File: src/rtl/debounce_sync.sv
// Two-to-four flop synchronizer followed by a stability-counter debouncer with rise/fall strobes.
// Optional saturating accepted-rise counter enabled by DEBOUNCE_SYNC_EDGE_COUNT_EN.
module debounce_sync #(
  parameter int SYNC_STAGES     = 2,
  parameter int DEBOUNCE_CYCLES = 4,
  parameter int CNT_W           = 8
) (
  input  logic             clk,
  input  logic             reset,
  input  logic             d_in,
  output logic             q,
  output logic             rise_pulse,
  output logic             fall_pulse,
`ifdef DEBOUNCE_SYNC_EDGE_COUNT_EN
  input  logic             clear_count,
  output logic [CNT_W-1:0] edge_count,
`endif
  output logic             busy
);

  localparam int CW = $clog2(DEBOUNCE_CYCLES) + 1;
  localparam logic [CW-1:0] CNT_LAST = CW'(DEBOUNCE_CYCLES - 1);
  localparam logic [CW-1:0] CNT_ONE  = CW'(1);

  // Elaboration-time guards on the legal parameter ranges.
  if (SYNC_STAGES < 2 || SYNC_STAGES > 4) begin : g_bad_sync_stages
    $error("debounce_sync: SYNC_STAGES must be 2..4");
  end
  if (DEBOUNCE_CYCLES < 2 || DEBOUNCE_CYCLES > 65535) begin : g_bad_debounce
    $error("debounce_sync: DEBOUNCE_CYCLES must be 2..65535");
  end
  if (CNT_W < 1) begin : g_bad_cnt_w
    $error("debounce_sync: CNT_W must be at least 1");
  end

  typedef enum logic [1:0] {
    S_LOW  = 2'd0,
    S_RISE = 2'd1,
    S_HIGH = 2'd2,
    S_FALL = 2'd3
  } state_t;

  logic [SYNC_STAGES-1:0] sync_q, sync_d;
  logic                   d_sync;
  state_t                 state_q, state_d;
  logic [CW-1:0]          cnt_q, cnt_d;
  logic                   q_q, q_d;
  logic                   rise_q, rise_d;
  logic                   fall_q, fall_d;
  logic                   busy_q, busy_d;

  // Pure shift chain: nothing between the synchronizer flops.
  assign sync_d = {sync_q[SYNC_STAGES-2:0], d_in};
  assign d_sync = sync_q[SYNC_STAGES-1];

  always_comb begin
    state_d = state_q;
    cnt_d   = cnt_q;
    q_d     = q_q;
    rise_d  = 1'b0;
    fall_d  = 1'b0;
    case (state_q)
      S_LOW: begin
        if (d_sync) begin
          state_d = S_RISE;
          cnt_d   = CNT_ONE;
        end
      end
      S_RISE: begin
        if (!d_sync) begin
          state_d = S_LOW;
          cnt_d   = '0;
        end else if (cnt_q == CNT_LAST) begin
          state_d = S_HIGH;
          cnt_d   = '0;
          q_d     = 1'b1;
          rise_d  = 1'b1;
        end else begin
          cnt_d = cnt_q + CNT_ONE;
        end
      end
      S_HIGH: begin
        if (!d_sync) begin
          state_d = S_FALL;
          cnt_d   = CNT_ONE;
        end
      end
      S_FALL: begin
        if (d_sync) begin
          state_d = S_HIGH;
          cnt_d   = '0;
        end else if (cnt_q == CNT_LAST) begin
          state_d = S_LOW;
          cnt_d   = '0;
          q_d     = 1'b0;
          fall_d  = 1'b1;
        end else begin
          cnt_d = cnt_q + CNT_ONE;
        end
      end
      default: begin
        state_d = S_LOW;
        cnt_d   = '0;
        q_d     = 1'b0;
      end
    endcase
    // busy is registered from the next state so it tracks the state register exactly.
    busy_d = (state_d == S_RISE) || (state_d == S_FALL);
  end

  always_ff @(posedge clk) begin
    if (reset) begin
      sync_q  <= '0;
      state_q <= S_LOW;
      cnt_q   <= '0;
      q_q     <= 1'b0;
      rise_q  <= 1'b0;
      fall_q  <= 1'b0;
      busy_q  <= 1'b0;
    end else begin
      sync_q  <= sync_d;
      state_q <= state_d;
      cnt_q   <= cnt_d;
      q_q     <= q_d;
      rise_q  <= rise_d;
      fall_q  <= fall_d;
      busy_q  <= busy_d;
    end
  end

  assign q          = q_q;
  assign rise_pulse = rise_q;
  assign fall_pulse = fall_q;
  assign busy       = busy_q;

`ifdef DEBOUNCE_SYNC_EDGE_COUNT_EN
  logic [CNT_W-1:0] edge_cnt_q, edge_cnt_d;

  // Counts cycles with rise_pulse high; saturates, and clear wins over increment.
  always_comb begin
    edge_cnt_d = edge_cnt_q;
    if (clear_count) begin
      edge_cnt_d = '0;
    end else if (rise_q && (edge_cnt_q != {CNT_W{1'b1}})) begin
      edge_cnt_d = edge_cnt_q + CNT_W'(1);
    end
  end

  always_ff @(posedge clk) begin
    if (reset) begin
      edge_cnt_q <= '0;
    end else begin
      edge_cnt_q <= edge_cnt_d;
    end
  end

  assign edge_count = edge_cnt_q;
`endif

endmodule

File: config.mk
export PLATFORM = sky130hd
export DESIGN_NAME = debounce_sync
export DESIGN_NICKNAME = d
export VERILOG_FILES = /design/src/rtl/debounce_sync.sv
export SDC_FILE = /design/constraint.sdc
export NUM_CORES = 1
export LEC_CHECK = 0
export CAP_MARGIN = 20
export CORE_ASPECT_RATIO = 1.2
export CORE_MARGIN = 2
export CORE_UTILIZATION = 25
export CTS_BUF_LIST = sky130_fd_sc_hd__clkbuf_2
export DETAILED_ROUTE_END_ITERATION = 8
export PLACE_DENSITY = 0.46
export REMOVE_ABC_BUFFERS = 1
export SLEW_MARGIN = 10
export SYNTH_ARGS = -nofsm -noshare
export SYNTH_HDL_FRONTEND = slang
export SYNTH_SLANG_ARGS = --single-unit
File: constraint.sdc
create_clock -name clk -period 2.95 [get_ports clk]
set_clock_uncertainty 0.05 [all_clocks]
set_input_delay 0.885 -clock clk [delete_from_list [all_inputs] [get_ports clk]]
set_output_delay 0.885 -clock clk [all_outputs]
set_load 0.05 [all_outputs]
-- After elaboration in Yosys (flattened, before gate mapping)
Cells that the tools add are included.
- bits in registers: 11
- bits of input ports: 3
- output and inout port bits: 4
- logic and storage cells: 49
- $add $sub $neg: 1
- equality and inequality tests: 12
- mux-type cells: 19
- bitwise operators: 3
- reduce and logical (&&, ||, !) cells: 7
- operators by type and width (kind ; number):
    3-bit two-way mux ; 5
    2-bit two-way mux ; 6
    2-bit inequality test, second input constant ; 6
    3-bit one-hot mux with 4 select lines ; 1
    2-bit one-hot mux with 4 select lines ; 1
    2-bit equality test, second input constant ; 3
    3-bit OR reduction ; 2
    1-bit two-way mux ; 5
    5-bit AND reduction ; 1
    2-bit by 1-bit equality test with 1-bit output, second input constant ; 2
    3-bit by 1-bit adder with 3-bit output, second input constant ; 1
    3-bit by 2-bit equality test with 1-bit output, second input constant ; 1
    1-bit NOT ; 3
    2-bit zero test ; 1
    1-bit one-hot mux with 2 select lines ; 1
    2-bit AND reduction ; 1
    2-bit nonzero test ; 1
    1-bit logical OR ; 1

-- Logic depth before layout (Yosys ltp)
Gate-level depths: netlist of run 1.
- depth in word-level cells: 6
- depth in mapped cells: 4
- mapped depth without buffers: 4

-- Least setup slack after synthesis of run 1
No wires, ideal clock.
- path kind: register to output
- start point: register state_q[0] (netlist name)
- end point: output port busy
- data arrival time: 0.699 ns
- data required time: 2.015 ns
- setup slack: 1.316 ns
- cell stages (with the launch flop): 1
- buffers on the path: 0
- path through: dfxtp_1
- RTL lines (what ; RTL line ; text):
    end: declaration ; 18 ; output logic busy

==> results by group, run 1 <==
Layout
  – Layout cells sized above 1: 17.4%
  – Fin nets: 51
  – Antenna cells: 0
  – Commonest non-fill, non-tap cells in the layout: dfxtp_1 (10), clkdlybuf4s50_1 (6), a21oi_1 (3), clkbuf_2 (3)
  – Final Instance Count excl. Fillers: 64
  – Most common cell after layout, fill and taps aside: dfxtp_1
  – Fill count: 178
  – Layout Area Growth over Synthesis: 18.6%

Logic synthesis
  – Distinct cell type count of the synthesized netlist: 22
  – Synth Instances: 38
  – Syn_area_per_cell: 11.2 um^2
  – Main area contributors after synthesis: dfxtp_1 (47%), buf_6 (5.3%), nor4b_1 (4.1%), xor2_2 (3.8%), a21oi_1 (3.5%)
  – Yosys Warn Count: 0
  – Yosys top cell area share: 47.2%
  – FF+latch count, synth: 10
  – Synth area leader: dfxtp_1
  – Netlist area before placement: 424 um^2
  – Sequential share of the synthesized area: 47.2%

Floorplan
  – Die Y: 49.1 um
  – Die span in x: 41.6 um
  – Die ar.: 2040 um^2
  – Num rows: 16
  – Core footprint: 1620 um^2
  – Starting Density: 26.2%
  – IO Pins: 7

Critical path
  – Largest delay share family, worst path: buffers and inverters
  – CP max FO: 8
  – Register-to-register setup slack: 1630 ps
  – Critical path startpoint category: flop
  – Crit path max-delay cell type: clkdlybuf4s50_1
  – Data required time of the worst path: 2020 ps
  – CP bufs+invs: 1
  – Worst path max stage delay: 850 ps
  – Crit path launch: state_q[0]
  – Worst Path Arrival: 1560 ps
  – Kind of critical path: reg2out
  – Worst r2r src: sync_q[1]
  – Crit end category: output port
  – CP cell instances: clkdlybuf4s50_1

Clocking
  – H-tree levels: 1
  – Root buf cell: clkbuf_2
  – Later-pin clock latency in the skew report: 240 ps
  – # hold bufs at CTS: 0
  – Clk sink count: 10
  – Post-CTS Setup Inserts: 0
  – Number of CTS-inserted buffers: 3
  – Clock slew at reported path FFs: 100 ps
  – CTS tree: built
  – Post-CTS Resized: 0
  – Max clock buf depth: 2

Drt
  – Mean number of vias per cell: 4.73
  – Top layer in use: met3
  – First drt pass iteration count: 2
  – DR WL/cell: 10.8 um
  – Routed wl met3: 26 um
  – DR iter-0 viols: 1
  – Wire length on met2: 375 um
  – Final antenna-violating net count: 0
  – Drc violations: 0
  – Routed vias: 303
  – Wl on met1: 289 um
  – Post-Route WL: 691 um

Placement
  – Routability cong.: 0.650
  – Inst Count DP: 60
  – Port Buffers: 6

Run
  – Max Cap Viol: 0

GRT
  – Overflow left after global routing: 0
  – First-pass GRT wire length: 1.19 mm
  – Initial antenna violation count: 0
  – Pin count of the biggest net entering global routing: 12
  – Vias in the first global route: 295
  – GRT Total Usage: 7.85%

Worst hold path
  – Start point of the worst hold path: sync_q[0]
  – Hold crit path type: reg2reg

STA
  – Slew HR: 66.2%
  – Worst slew pin tran: 506 ps
  – Max Clock Freq: 0.401 GHz
  – Slew Limit Fails: 0
  – Tmin final: 2490 ps
  – Setup violators final: 0
  – Final period util: 84.5%
  – Final hold vios: 0
  – RSZ-0062 raised after global routing: no
  – Setup TNS: 0 ps
  – Hold_ws: 406 ps

Outcome
  – Outcome: completed

Power and ir drop
  – VDD IR-drop max: 176 uV
  – Leak: 0.175 nW
  – Pwr/cell area: 496 nW/um^2
==> layer usage <==
layer	global-route usage, %	up-vias
met5	0	-
met3	3.70	0
met2	13.3	5
met4	4.84	0
met1	7.55	147
li1	-	151
==> cells by family (layout without fill, tap and decap cells) <==
kind of cell             count (synthesis)  count (layout)  share of synthesized area [%]
AO/OA/AOI/OAI                            7               7                           11.8
adder cells (fa/ha/maj)                  1               1                           2.95
multiplexers                             1               1                           3.54
flip-flops                              10              10                           47.2
buffers and inverters                    3              11                           6.19
XOR/XNOR                                 2               2                           5.90
AND/OR/NAND/NOR                         14              14                           22.4
==> final cells by class <==
cell class | count | area, um^2 | area share [%]
timing repair buffer | 6 | 60.1 | 11.9
clock buffer | 3 | 15.0 | 2.99
inverter | 1 | 3.75 | 0.746
tap | 18 | 22.5 | 4.48
sequential | 10 | 200 | 39.8
clock inverter | 1 | 3.75 | 0.746
multi-input combinational | 25 | 198 | 39.3
==> synth_stat cells <==
master,n
a2111oi_2,1
a21oi_1,3
and3b_1,1
buf_6,2
dfxtp_1,10
ha_1,1
inv_1,1
mux2_4,1
nand2_1,2
nand2b_1,1
nand3b_1,2
nor2_1,1
nor2b_1,2
nor3_1,1
nor3b_2,1
nor4b_1,2
o2111ai_1,1
o21ai_0,1
o22ai_1,1
or2_2,1
xnor2_1,1
xor2_2,1
==> worst paths after layout <==
| check | endpoint | cells past startpoint |
|---|---|---|
| worst max-delay path | busy | 1 |
| worst min-delay path | sync_q[1] | 1 |
| worst max register to register | cnt_q[2] | 3 |
| worst min register to register | sync_q[1] | 1 |
==> metrics by stage <==
stage / worst slack [ps] / total power [W] / util [%] / area, um^2
floorplan: 1320 / 0.000166 / - / 402
global placement: 764 / 0.000177 / 29.9 / 484
detailed placement: 719 / 0.000178 / 29.9 / 484
CTS: 425 / 0.000255 / 31.0 / 503
global route: 364 / 0.000265 / 31.0 / 503
finish: 457 / 0.000249 / 31.0 / 503
==> state kept, by name, summed over array words and instances (netlist names) <==
name and cells:
fall_pulse 1, q 1, state_q 2, cnt_q 3, rise_pulse 1, sync_q 2
==> report_power, final <==
part           internal (W)  switching, W  total [W]  leakage [nW]
logic             0.0000132     0.0000176  0.0000308        0.0793
registers          0.000140    0.00000444   0.000144        0.0814
clock network     0.0000295     0.0000449  0.0000744        0.0140
total              0.000182     0.0000670   0.000249         0.175
(Power assumes the default switching activity.)
==> inputs of run 2 (changes only) <==
==> constraint.sdc (replaced) <==
create_clock -name clk -period 2.5 [get_ports clk]
set_clock_uncertainty 0.05 [all_clocks]
set_input_delay 0.75 -clock clk [delete_from_list [all_inputs] [get_ports clk]]
set_output_delay 0.75 -clock clk [all_outputs]
set_load 0.05 [all_outputs]
==> results of run 2 <==
The final DEF is identical to that of run 1. Status: completed.
Among the figures that moved: setup slack after placement 719 ps -> 404 ps; setup slack after layout 457 ps -> 142 ps; register-to-register setup slack 1630 ps -> 1180 ps; total power 0.000249 W -> 0.000294 W; worst IR drop on VDD 176 uV -> 208 uV
